`src/rtl/sbox_port_scheduler.sv`:
```
// Streams a 128-bit masked state through a dual-port S-box RAM, two bytes per
// cycle, and reassembles the substituted bytes once the RAM read latency has passed.
module sbox_port_scheduler #(
  parameter int unsigned RD_LAT = 2
) (
  input  logic         clk,
  input  logic         rst,
  input  logic         start,
  input  logic [1:0]   tsel,
  input  logic [127:0] state_in,
  output logic         ready,
  output logic [9:0]   bram_addra,
  output logic [9:0]   bram_addrb,
  output logic         bram_en,
  output logic         bram_rst,
  input  logic [7:0]   bram_doa,
  input  logic [7:0]   bram_dob,
  output logic [127:0] state_out,
  output logic         done
);

  localparam int unsigned KW = 3;
  localparam int unsigned CW = 2;
  localparam int unsigned AW = 10;
  localparam int unsigned SW = 128;

  localparam logic [1:0] S_IDLE  = 2'd0;
  localparam logic [1:0] S_ISSUE = 2'd1;
  localparam logic [1:0] S_DRAIN = 2'd2;
  localparam logic [1:0] S_DONE  = 2'd3;

  logic [1:0]        state_q, state_d;
  logic [KW-1:0]     k_q, k_d;
  logic [CW-1:0]     dcnt_q, dcnt_d;
  logic [1:0]        tsel_q, tsel_d;
  logic [SW-1:0]     sin_q, sin_d;
  logic [RD_LAT-1:0] vld_q, vld_d;
  logic [KW-1:0]     idx_q [RD_LAT];
  logic [KW-1:0]     idx_d [RD_LAT];
  logic [SW-1:0]     sout_q, sout_d;
  logic              ready_q, ready_d;
  logic              done_q, done_d;
  logic              en_q, en_d;
  logic [AW-1:0]     addra_q, addra_d;
  logic [AW-1:0]     addrb_q, addrb_d;
  logic [15:0]       pair;

  // Job sequencing: 8 issue cycles, RD_LAT drain cycles, one done cycle.
  always_comb begin
    state_d = state_q;
    k_d     = k_q;
    dcnt_d  = dcnt_q;
    tsel_d  = tsel_q;
    sin_d   = sin_q;
    unique case (state_q)
      S_IDLE: begin
        if (start) begin
          state_d = S_ISSUE;
          k_d     = '0;
          tsel_d  = tsel;
          sin_d   = state_in;
        end
      end
      S_ISSUE: begin
        if (k_q == KW'(7)) begin
          state_d = S_DRAIN;
          dcnt_d  = '0;
        end else begin
          k_d = k_q + KW'(1);
        end
      end
      S_DRAIN: begin
        if (dcnt_q == CW'(RD_LAT - 1)) begin
          state_d = S_DONE;
        end else begin
          dcnt_d = dcnt_q + CW'(1);
        end
      end
      default: state_d = S_IDLE;
    endcase
  end

  // Outputs are registered from next-state so they line up with state_q.
  always_comb begin
    pair    = sin_d[{k_d, 4'b0000} +: 16];
    addra_d = '0;
    addrb_d = '0;
    if (state_d == S_ISSUE) begin
      addra_d = {tsel_d, pair[7:0]};
      addrb_d = {tsel_d, pair[15:8]};
    end
    en_d    = (state_d == S_ISSUE) || (state_d == S_DRAIN);
    ready_d = (state_d == S_IDLE);
    done_d  = (state_d == S_DONE);
  end

  // Delay line pairs each issued byte pair with the RAM data RD_LAT cycles later.
  always_comb begin
    vld_d    = '0;
    idx_d    = idx_q;
    vld_d[0] = (state_q == S_ISSUE);
    idx_d[0] = k_q;
    for (int i = 1; i < int'(RD_LAT); i++) begin
      vld_d[i] = vld_q[i-1];
      idx_d[i] = idx_q[i-1];
    end
    sout_d = sout_q;
    if (vld_q[RD_LAT-1]) begin
      sout_d[{idx_q[RD_LAT-1], 4'b0000} +: 16] = {bram_dob, bram_doa};
    end
  end

  always_ff @(posedge clk or negedge rst) begin
    if (!rst) begin
      state_q <= S_IDLE;
      k_q     <= '0;
      dcnt_q  <= '0;
      tsel_q  <= '0;
      sin_q   <= '0;
      vld_q   <= '0;
      idx_q   <= '{default: '0};
      sout_q  <= '0;
      ready_q <= 1'b1;
      done_q  <= 1'b0;
      en_q    <= 1'b0;
      addra_q <= '0;
      addrb_q <= '0;
    end else begin
      state_q <= state_d;
      k_q     <= k_d;
      dcnt_q  <= dcnt_d;
      tsel_q  <= tsel_d;
      sin_q   <= sin_d;
      vld_q   <= vld_d;
      idx_q   <= idx_d;
      sout_q  <= sout_d;
      ready_q <= ready_d;
      done_q  <= done_d;
      en_q    <= en_d;
      addra_q <= addra_d;
      addrb_q <= addrb_d;
    end
  end

  assign ready      = ready_q;
  assign done       = done_q;
  assign bram_en    = en_q;
  assign bram_addra = addra_q;
  assign bram_addrb = addrb_q;
  assign state_out  = sout_q;
  // RAM output registers are held in reset whenever the scheduler is.
  assign bram_rst   = ~rst;

endmodule
```
`config.mk`:
```
export PLATFORM = sky130hd
export DESIGN_NAME = sbox_port_scheduler
export DESIGN_NICKNAME = d
export VERILOG_FILES = /design/src/rtl/sbox_port_scheduler.sv
export SDC_FILE = /design/constraint.sdc
export NUM_CORES = 1
export LEC_CHECK = 0
export CAP_MARGIN = 20
export CORE_UTILIZATION = 25
export CTS_CLUSTER_SIZE = 16
export DETAILED_ROUTE_END_ITERATION = 10
export REMOVE_ABC_BUFFERS = 1
export SLEW_MARGIN = 40
export SYNTH_ARGS = -nofsm -noshare
export SYNTH_HDL_FRONTEND = slang
export SYNTH_SLANG_ARGS = --single-unit
```
`constraint.sdc`:
```
create_clock -name clk -period 4.14 [get_ports clk]
set_input_delay 1.242 -clock clk [delete_from_list [all_inputs] [get_ports clk]]
set_output_delay 1.242 -clock clk [all_outputs]
set_load 0.01 [all_outputs]
```
==> results.py, run 1 <==
metrics = {
    "outcome": {
        "status": "finished clean",
    },
    "timing": {
        "grt_setup_unrepaired": "false",
        "fin_ws_ns": 0.676,
        "max_clock_freq_mhz": 289,
        "hold_violations": 0,
        "drv_slew": 0,
        "worst_slew_pin_slew_ns": 0.759,
        "period_share": 0.837,
        "whs_ns": 0.358,
        "finClkSkew_ns": 0.0114,
        "min_period_ns": 3.46,
        "slew_headroom": 0.494,
        "setup-violations-final": 0,
    },
    "cts": {
        "htreeDepth": 2,
        "clk_pin_slew_worst_paths_ns": 0.06,
        "cts_hold_buf": 0,
        "cts_resized": 0,
        "cts_made_buffers": 35,
        "tritoncts": "yes",
        "clockBufferDepth": 3,
        "clock_latency_ns": 0.53,
        "postCtsSetupBuffers": 0,
        "cts.sink_count": 294,
        "clock-root-buffer": "clkbuf_16",
    },
    "synthesis": {
        "yosys_warnings": 0,
        "synth_fa_ha_area_frac": 0.0117,
        "ys_types": 43,
        "synth_area_leaders": "dfrtp_1, mux2_2, nand2_1",
        "synth_compound_area_frac": 0.0491,
        "synth_edf_count": 0,
        "synth.avg_cell_area_um2": 11.3,
        "synth-xor-area-share": 0,
        "synth.area.mux_share": 0.204,
        "yosysTopAreaCellShare": 0.570,
        "syn_inst": 1139,
        "synth_seq_cells": 294,
        "yosysTopAreaCell": "dfrtp_1",
        "syn_area_um2": 12900,
        "ys.flop_type": "dfrtp_1",
        "synth.most_common_cell": "nand2_1",
        "synth_top_family_by_area": "multiplexers",
        "synth_common_cells": "nand2_1, dfrtp_1, mux2_2",
        "async_flop_share": 1.00,
        "synth-simple-area-share": 0.140,
        "synth-seq-area-share": 0.572,
    },
    "global_routing": {
        "grt_usage": 0.152,
        "grt_max_degree": 83,
        "overflow": 0,
        "grt_pass1_wl_mm": 61.5,
        "grt_pass1_vias": 10097,
        "grt_antenna_before_repair": 15,
    },
    "route": {
        "ant_nets": 0,
        "drtIter0Drc": 597,
        "firstDrtPassIters": 5,
        "avgViaCountPerCell": 4.59,
        "wl_mm": 39.8,
        "vias": 9897,
        "drc": 0,
        "post_drt_wl_per_cell_um": 18.5,
    },
    "placement": {
        "gp_congestion": 0.835,
        "post-place-ws_ns": 0.221,
        "dpl.hpwl_mm": 28.3,
        "placed_area_um2": 16900,
        "port_buffers": 300,
    },
    "power_and_ir_drop": {
        "power_leakage_nw": 8.03,
        "peakVddDrop_mv": 0.399,
        "power_density_nw_per_um2": 808,
    },
    "layout": {
        "final_nets": 1618,
        "stdcell_area_um2": 18000,
        "layout-drive-gt1-share": 0.229,
        "syn_to_final_growth_pct": 40.1,
    },
    "floorplan": {
        "die_h_um": 229,
        "rows": 82,
        "die_w_um": 229,
        "pin_count": 301,
        "core-area_um2": 50500,
        "start_util": 0.255,
        "die_area_um2": 52400,
    },
    "run": {
        "maxCapViolCount": 0,
    },
    "critical_path": {
        "end_kind": "register",
        "path_class": "reg -> reg",
        "cp-start-kind": "register",
        "crit_arrival_ns": 3.92,
        "cp.required_ns": 4.60,
        "cp_max_fo": 11,
    },
    "hold_path": {
        "hold_class": "reg -> reg",
    },
}
==> stage by stage <==
| stage | power, mW | TNS (ns) | utilization | cells |
|---|---|---|---|---|
| finish | 14.6 | 0 | 0.357 | 2155 |
| CTS | 14.7 | 0 | 0.357 | 2152 |
| global route | 15.5 | 0 | 0.357 | 2153 |
| floorplan | 8.55 | -14.02 | - | 1074 |
| global placement | 11.5 | 0 | 0.335 | 2092 |
| detailed placement | 11.7 | 0 | 0.335 | 2092 |
==> routing by layer <==
metal  up-vias  track usage  part of all wire
met4        24       0.0517             0.032
met1      4831        0.188              0.42
met5         -            0            0.0041
met3        97       0.0588             0.089
li1       4555            -                 -
met2       390        0.241              0.46
==> cell type report <==
cell class                 instances  area, um2
tap                              672        841
timing repair buffer             346       3430
inverter                          11       42.5
sequential                       294       7360
fill                            5042      32500
antenna                            3       7.51
multi-input combinational        769       5260
clock buffer                      46        980
clock inverter                    14        108
==> power by group <==
group          switching, mW  internal (mW)  total, mW
combinational           3.12           3.57       6.69
sequential             0.670           4.25       4.92
clock                   1.22           1.73       2.95
==> sequential cells by signal, indices dropped and copies added (netlist names) <==
signal	cells
k_q	3
done	1
idx_q	3
bram_en	1
dcnt_q	2
idx_d	3
bram_addrb	9
tsel_q	2
ready	1
state_q	2
sin_q	128
vld_q	2
state_out	128
bram_addra	9
==> final timing paths <==
| path | endpoint | slack, ns | depth (start not counted) | startpoint |
|---|---|---|---|---|
| worst max-delay path | bram_addrb[5] | 0.68 | 12 | state_q[1] |
| worst min-delay path | idx_q[1] | 0.36 | 0 | idx_d[1] |
| max in group asynchronous | sin_q[68] | 1.87 | 3 | rst |
| worst max register to register | bram_addrb[5] | 0.68 | 12 | state_q[1] |
| min in group asynchronous | state_out[71] | 0.55 | 1 | rst |
| worst min register to register | idx_q[1] | 0.36 | 0 | idx_d[1] |
==> cells by family after synthesis <==
family	after synthesis
simple gates	437
flops	294
mux	230
compound gates	90
buf+inv	76
fa+ha+maj	12
==> cells in the final DEF (no fill, tap or decap), drive strengths merged, types with 2 or more instances in the layout <==
cell	Yosys	routed
a21boi	2	2
a21oi	16	16
a222oi	13	13
a22oi	29	29
and2	4	4
and3	3	3
and3b	2	2
and4	3	3
buf	11	47
clkbuf	54	46
clkdlybuf4s50	0	299
clkinv	0	10
clkinvlp	0	2
dfrtp	293	293
diode	0	3
ha	12	12
inv	11	12
mux2	226	226
mux4	3	3
nand2	360	360
nand2b	10	10
nand3	32	32
nand4	5	5
nand4b	2	2
nor2	4	4
nor2b	3	3
nor3	5	5
o21ai	23	23
==> worst max-delay path: stages, from the launching register on <==
cell	delay, ns
dfrtp_1	0.42
inv_1	0.12
ha_1	0.36
a21boi_0	0.40
o21ai_0	0.15
a31o_2	0.28
inv_1	0.08
ha_1	0.22
o221ai_1	0.28
nor3_4	0.58
buf_4	0.29
a222oi_1	0.09
nand3_1	0.11
No activity file was read; power rests on OpenSTA's default activity.
==> run 2: changes to the inputs <==
Clock period 4.14 ns to 3.6 ns, I/O delays scaled along.
==> run 2 against run 1 <==
  * Clock power grew 21%
  * Register-to-register slack lost 0.28 ns
  * Global-route usage shrank 0.13 points
  * Via count shrank 1.8%
  * Total power grew 17%
  * First-iteration DRC count shrank 8.2%
  * Cell area grew 1.3%
  * Hold slack lost 0.015 ns
  * Critical endpoint is now bram_addra[5]
  * Largest cell class unchanged
  * Highest routed layer unchanged
==> results.py, run 2 (synthesis gave the netlist of run 1 again) <==
metrics = {
    "outcome": {
        "status": "finished clean",
    },
    "critical_path": {
        "cp-endpoint": "bram_addra[5]",
        "cp_max_fo": 12,
        "worstReg2RegStart": "state_q[1]",
        "slowest_stage": "dfrtp_1",
        "crit_arrival_ns": 3.66,
        "startpoint": "state_q[1]",
        "cpPeakStageDelay_ns": 0.43,
        "cp.required_ns": 4.06,
        "crit_chain": "inv_1, ha_1, a21boi_0, o21ai_0, a31o_2, inv_1, ha_1, o221ai_1, and3b_1, buf_12, a22oi_1, nand3_1",
        "cp-start-kind": "register",
        "worstReg2RegEnd": "bram_addra[5]",
        "ff2ff_path_depth": 12,
        "worst-r2r-setup-slack_ns": 0.39,
        "end_kind": "register",
        "path_class": "reg -> reg",
    },
    "global_routing": {
        "grt_pass1_wl_mm": 60.8,
        "grt_max_degree": 99,
        "busiest_layer": "met2",
        "grt_antenna_before_repair": 7,
        "grt_pass1_vias": 10021,
        "grt_usage": 0.151,
        "grt_use_met3": 0.0493,
        "overflow": 0,
        "grt_util_met1": 0.185,
        "met2_usage": 0.248,
    },
    "layout": {
        "final_cell_mix": "nand2_1, clkdlybuf4s50_1, dfrtp_1",
        "layout-drive-gt1-share": 0.233,
        "syn_to_final_growth_pct": 41.9,
        "final_common_cell": "nand2_1",
        "final_nets": 1623,
        "final_core_util": 0.362,
    },
    "timing": {
        "whs_ns": 0.343,
        "min_period_ns": 3.21,
        "hold_violations": 0,
        "drv_slew": 0,
        "finClkSkew_ns": 0.0275,
        "fin_ws_ns": 0.395,
        "period_share": 0.890,
        "tns_ns": 0,
        "worst_slew_pin_slew_ns": 0.674,
        "slew_headroom": 0.551,
        "max_clock_freq_mhz": 312,
        "setup-violations-final": 0,
        "grt_setup_unrepaired": "false",
    },
    "placement": {
        "gp_congestion": 0.845,
        "port_buffers": 300,
        "dpl.hpwl_mm": 28.9,
        "post-place-ws_ns": 0.0251,
    },
    "hold_path": {
        "min_from": "idx_d[1]",
        "hold_class": "reg -> reg",
    },
    "cts": {
        "clock-root-buffer": "clkbuf_16",
        "cts.sink_count": 294,
        "cts_resized": 0,
        "tritoncts": "yes",
        "clock_latency_ns": 0.55,
        "cts_made_buffers": 36,
        "htreeDepth": 2,
        "clockBufferDepth": 3,
        "cts_hold_buf": 0,
        "clk_pin_slew_worst_paths_ns": 0.06,
        "postCtsSetupBuffers": 0,
    },
    "floorplan": {
        "core-area_um2": 50500,
        "rows": 82,
        "die_h_um": 229,
        "pin_count": 301,
        "die_w_um": 229,
        "die_area_um2": 52400,
        "start_util": 0.255,
    },
    "power_and_ir_drop": {
        "peakVddDrop_mv": 0.395,
        "power_density_nw_per_um2": 931,
        "power_leakage_nw": 8.11,
        "power.total_mw": 17.0,
    },
    "route": {
        "ant_nets": 0,
        "avgViaCountPerCell": 4.50,
        "vias": 9722,
        "wl_mm": 39.6,
        "post_drt_wl_per_cell_um": 18.4,
        "firstDrtPassIters": 7,
        "drtIter0Drc": 548,
        "drc": 0,
    },
    "run": {
        "maxCapViolCount": 0,
    },
}
run 2: cell types whose count changed in the layout (fill, tap and decap cells not counted), moves of 2 or more:
| cell | before | now |
|---|---|---|
| nor3_2 | 1 | 4 |
| nor3_4 | 3 | 0 |
| buf_6 | 4 | 0 |
| buf_16 | 0 | 2 |
| clkbuf_8 | 2 | 8 |
| clkinv_2 | 10 | 7 |
| buf_12 | 5 | 14 |
| clkbuf_1 | 7 | 5 |
| buf_4 | 37 | 33 |
run 2: worst min-delay path by stage:
| stage | cells after the start | end | slack [ns] |
|---|---|---|---|
| global placement | 0 | idx_q[0] | 0.34 |
| detailed placement | 0 | idx_q[1] | 0.33 |
| global route | 0 | idx_q[1] | 0.35 |
| floorplan | 0 | idx_q[0] | 0.33 |
| finish | 0 | idx_q[1] | 0.34 |
| CTS | 0 | idx_q[1] | 0.35 |
run 2: layout make-up:
type | instances | area [um2]
well taps | 672 | 841
fillers | 4996 | 32200
flip-flops and latches | 294 | 7360
inverters | 11 | 42.5
repair buffers | 350 | 3600
multi-input cells | 769 | 5240
clock buffers | 49 | 1040
clock inverters | 12 | 124
diodes | 2 | 5.00
run 2: worst max-delay path, delay by kind of cell, from the launching register on:
family | cells | cell delay (ns)
flip-flops | 1 | 0.43
buffers and inverters | 3 | 0.40
adder cells (fa/ha/maj) | 2 | 0.63
AO/OA/AOI/OAI | 5 | 1.14
AND/OR/NAND/NOR | 2 | 0.50
run 2: metrics by stage:
step | instances | cell area (um2)
finish | 2159 | 18300
global route | 2157 | 18200
global placement | 2094 | 17000
detailed placement | 2096 | 17100
CTS | 2157 | 18200
floorplan | 1074 | 12600
run 2: routing by layer:
layer	routed length, um	share of wire
met5	73	0.0018
met4	1090	0.027
met3	3620	0.091
met2	18700	0.47
met1	16200	0.41
run 2: where the power goes:
group / total, mW / internal, mW / leakage (nW) / switching [mW]
combinational: 7.75 / 4.17 / 3.94 / 3.59
sequential: 5.66 / 4.89 / 3.59 / 0.774
clock: 3.58 / 2.17 / 0.578 / 1.42
total: 17.0 / 11.2 / 8.11 / 5.78
==> run 3: changes to the inputs <==
Settings changed: CORE_UTILIZATION 25 to 50, PLACE_DENSITY set to 0.8.
==> run 3 against run 2 <==
  * Die area down 50%
  * Cell count decreased by 17%
  * Largest cell class unchanged
  * Total power down 2.7%
  * Highest routed layer unchanged
  * Non-clock buffer count down 15
  * Wire length shrank 11%
  * Clock-buffer cell count fell by 6
  * Utilization increased by 33 points
  * Global-route usage increased by 12 points
==> results.py, run 3 (synthesis gave the netlist of run 1 again) <==
metrics = {
    "floorplan": {
        "rows": 58,
        "pin_count": 301,
        "die_area_um2": 26400,
        "die_h_um": 162,
        "start_util": 0.511,
        "die_w_um": 162,
        "core-area_um2": 25200,
    },
    "route": {
        "route.top_layer_used": "met5",
        "dr_wl_met2_mm": 17.2,
        "avgViaCountPerCell": 5.50,
        "firstDrtPassIters": 6,
        "wl_mm": 35.1,
        "ant_nets": 0,
        "drtIter0Drc": 748,
        "vias": 9870,
        "post_drt_wl_per_cell_um": 19.6,
        "wl_met3_mm": 2.78,
        "drc": 0,
        "wl_met1_mm": 14.3,
    },
    "cts": {
        "cts.sink_count": 294,
        "clk_pin_slew_worst_paths_ns": 0.06,
        "cts_hold_buf": 0,
        "htreeDepth": 1,
        "cts_resized": 0,
        "tritoncts": "yes",
        "clock-root-buffer": "clkbuf_16",
        "clock_latency_ns": 0.55,
        "postCtsSetupBuffers": 0,
        "cts_made_buffers": 31,
        "clockBufferDepth": 3,
    },
    "timing": {
        "grt_setup_unrepaired": "false",
        "max_clock_freq_mhz": 303,
        "slew_headroom": 0.471,
        "min_period_ns": 3.30,
        "worst_slew_pin_slew_ns": 0.792,
        "whs_ns": 0.348,
        "setup-violations-final": 0,
        "finClkSkew_ns": 0.0116,
        "period_share": 0.915,
        "fin_ws_ns": 0.304,
        "hold_violations": 0,
        "drv_slew": 0,
    },
    "layout": {
        "syn_to_final_growth_pct": 36.1,
        "layout-drive-gt1-share": 0.220,
        "final_common_cell": "nand2_1",
        "final_cell_mix": "nand2_1, clkdlybuf4s50_1, dfrtp_1",
        "final_nets": 1603,
    },
    "global_routing": {
        "grt_pass1_vias": 9964,
        "grt_antenna_before_repair": 8,
        "grt_pass1_wl_mm": 54.6,
        "overflow": 0,
        "grt_max_degree": 130,
        "grt_usage": 0.267,
    },
    "placement": {
        "post-place-ws_ns": -0.111,
        "dpl.hpwl_mm": 23.8,
        "port_buffers": 300,
        "gp_congestion": 0.839,
    },
    "outcome": {
        "status": "finished clean",
    },
    "hold_path": {
        "hold_class": "reg -> reg",
    },
    "critical_path": {
        "cp-start-kind": "register",
        "crit_arrival_ns": 3.77,
        "cp_max_fo": 13,
        "cp.required_ns": 4.07,
        "path_class": "reg -> reg",
        "end_kind": "register",
    },
    "power_and_ir_drop": {
        "power.total_mw": 16.5,
        "power_leakage_nw": 7.96,
        "peakVddDrop_mv": 0.542,
        "power_density_nw_per_um2": 945,
    },
    "run": {
        "maxCapViolCount": 0,
    },
}
==> run 3: cell type report <==
type | instances | area, um2
clock inverter | 10 | 155
inverter | 11 | 41.3
clock buffer | 43 | 881
fill | 1785 | 7680
tap | 330 | 413
multi-input combinational | 769 | 5260
sequential | 294 | 7360
antenna | 3 | 7.51
timing repair buffer | 335 | 3390
==> run 3: metal layers <==
layer / global-route usage / up-vias
met1: 0.344 / 4897
met5: 0 / -
met4: 0.0840 / 8
met2: 0.450 / 387
li1: - / 4508
met3: 0.0581 / 70
==> run 3: stage by stage <==
stage          setup TNS, ns  std cells   util  area (um2)
2_1_floorplan         -54.84       1074      -       12600
3_3_place_gp           -4.03       1738  0.652       16400
3_5_place_dp           -1.27       1739  0.654       16500
4_1_cts                    0       1792  0.695       17500
5_1_grt                    0       1794  0.695       17500
6_report                   0       1795  0.695       17500
==> run 3: where the power goes <==
group          internal, mW  switching, mW  total [mW]
clock network          1.97           1.26        3.24
registers              4.89          0.789        5.68
logic                  4.05           3.58        7.63
==> run 3: worst paths after layout <==
| check | startpoint | to | slack, ns | cells past startpoint |
|---|---|---|---|---|
| max reg2reg | k_q[0] | bram_addrb[6] | 0.30 | 11 |
| max | k_q[0] | bram_addrb[6] | 0.30 | 11 |
| max in group asynchronous | rst | sin_q[24] | 1.71 | 4 |
| min reg2reg | idx_d[0] | idx_q[0] | 0.35 | 0 |
| min in group asynchronous | rst | state_out[79] | 0.61 | 2 |
| min | idx_d[0] | idx_q[0] | 0.35 | 0 |
==> run 3: worst max-delay path: stages, from the launching register on <==
cell	delay, ns
dfrtp_1	0.46
ha_1	0.32
a21boi_0	0.37
o21ai_0	0.14
a31o_2	0.27
inv_1	0.07
ha_1	0.19
buf_4	0.13
and3b_1	0.26
and3_1	0.65
a22oi_1	0.22
nand3_1	0.15
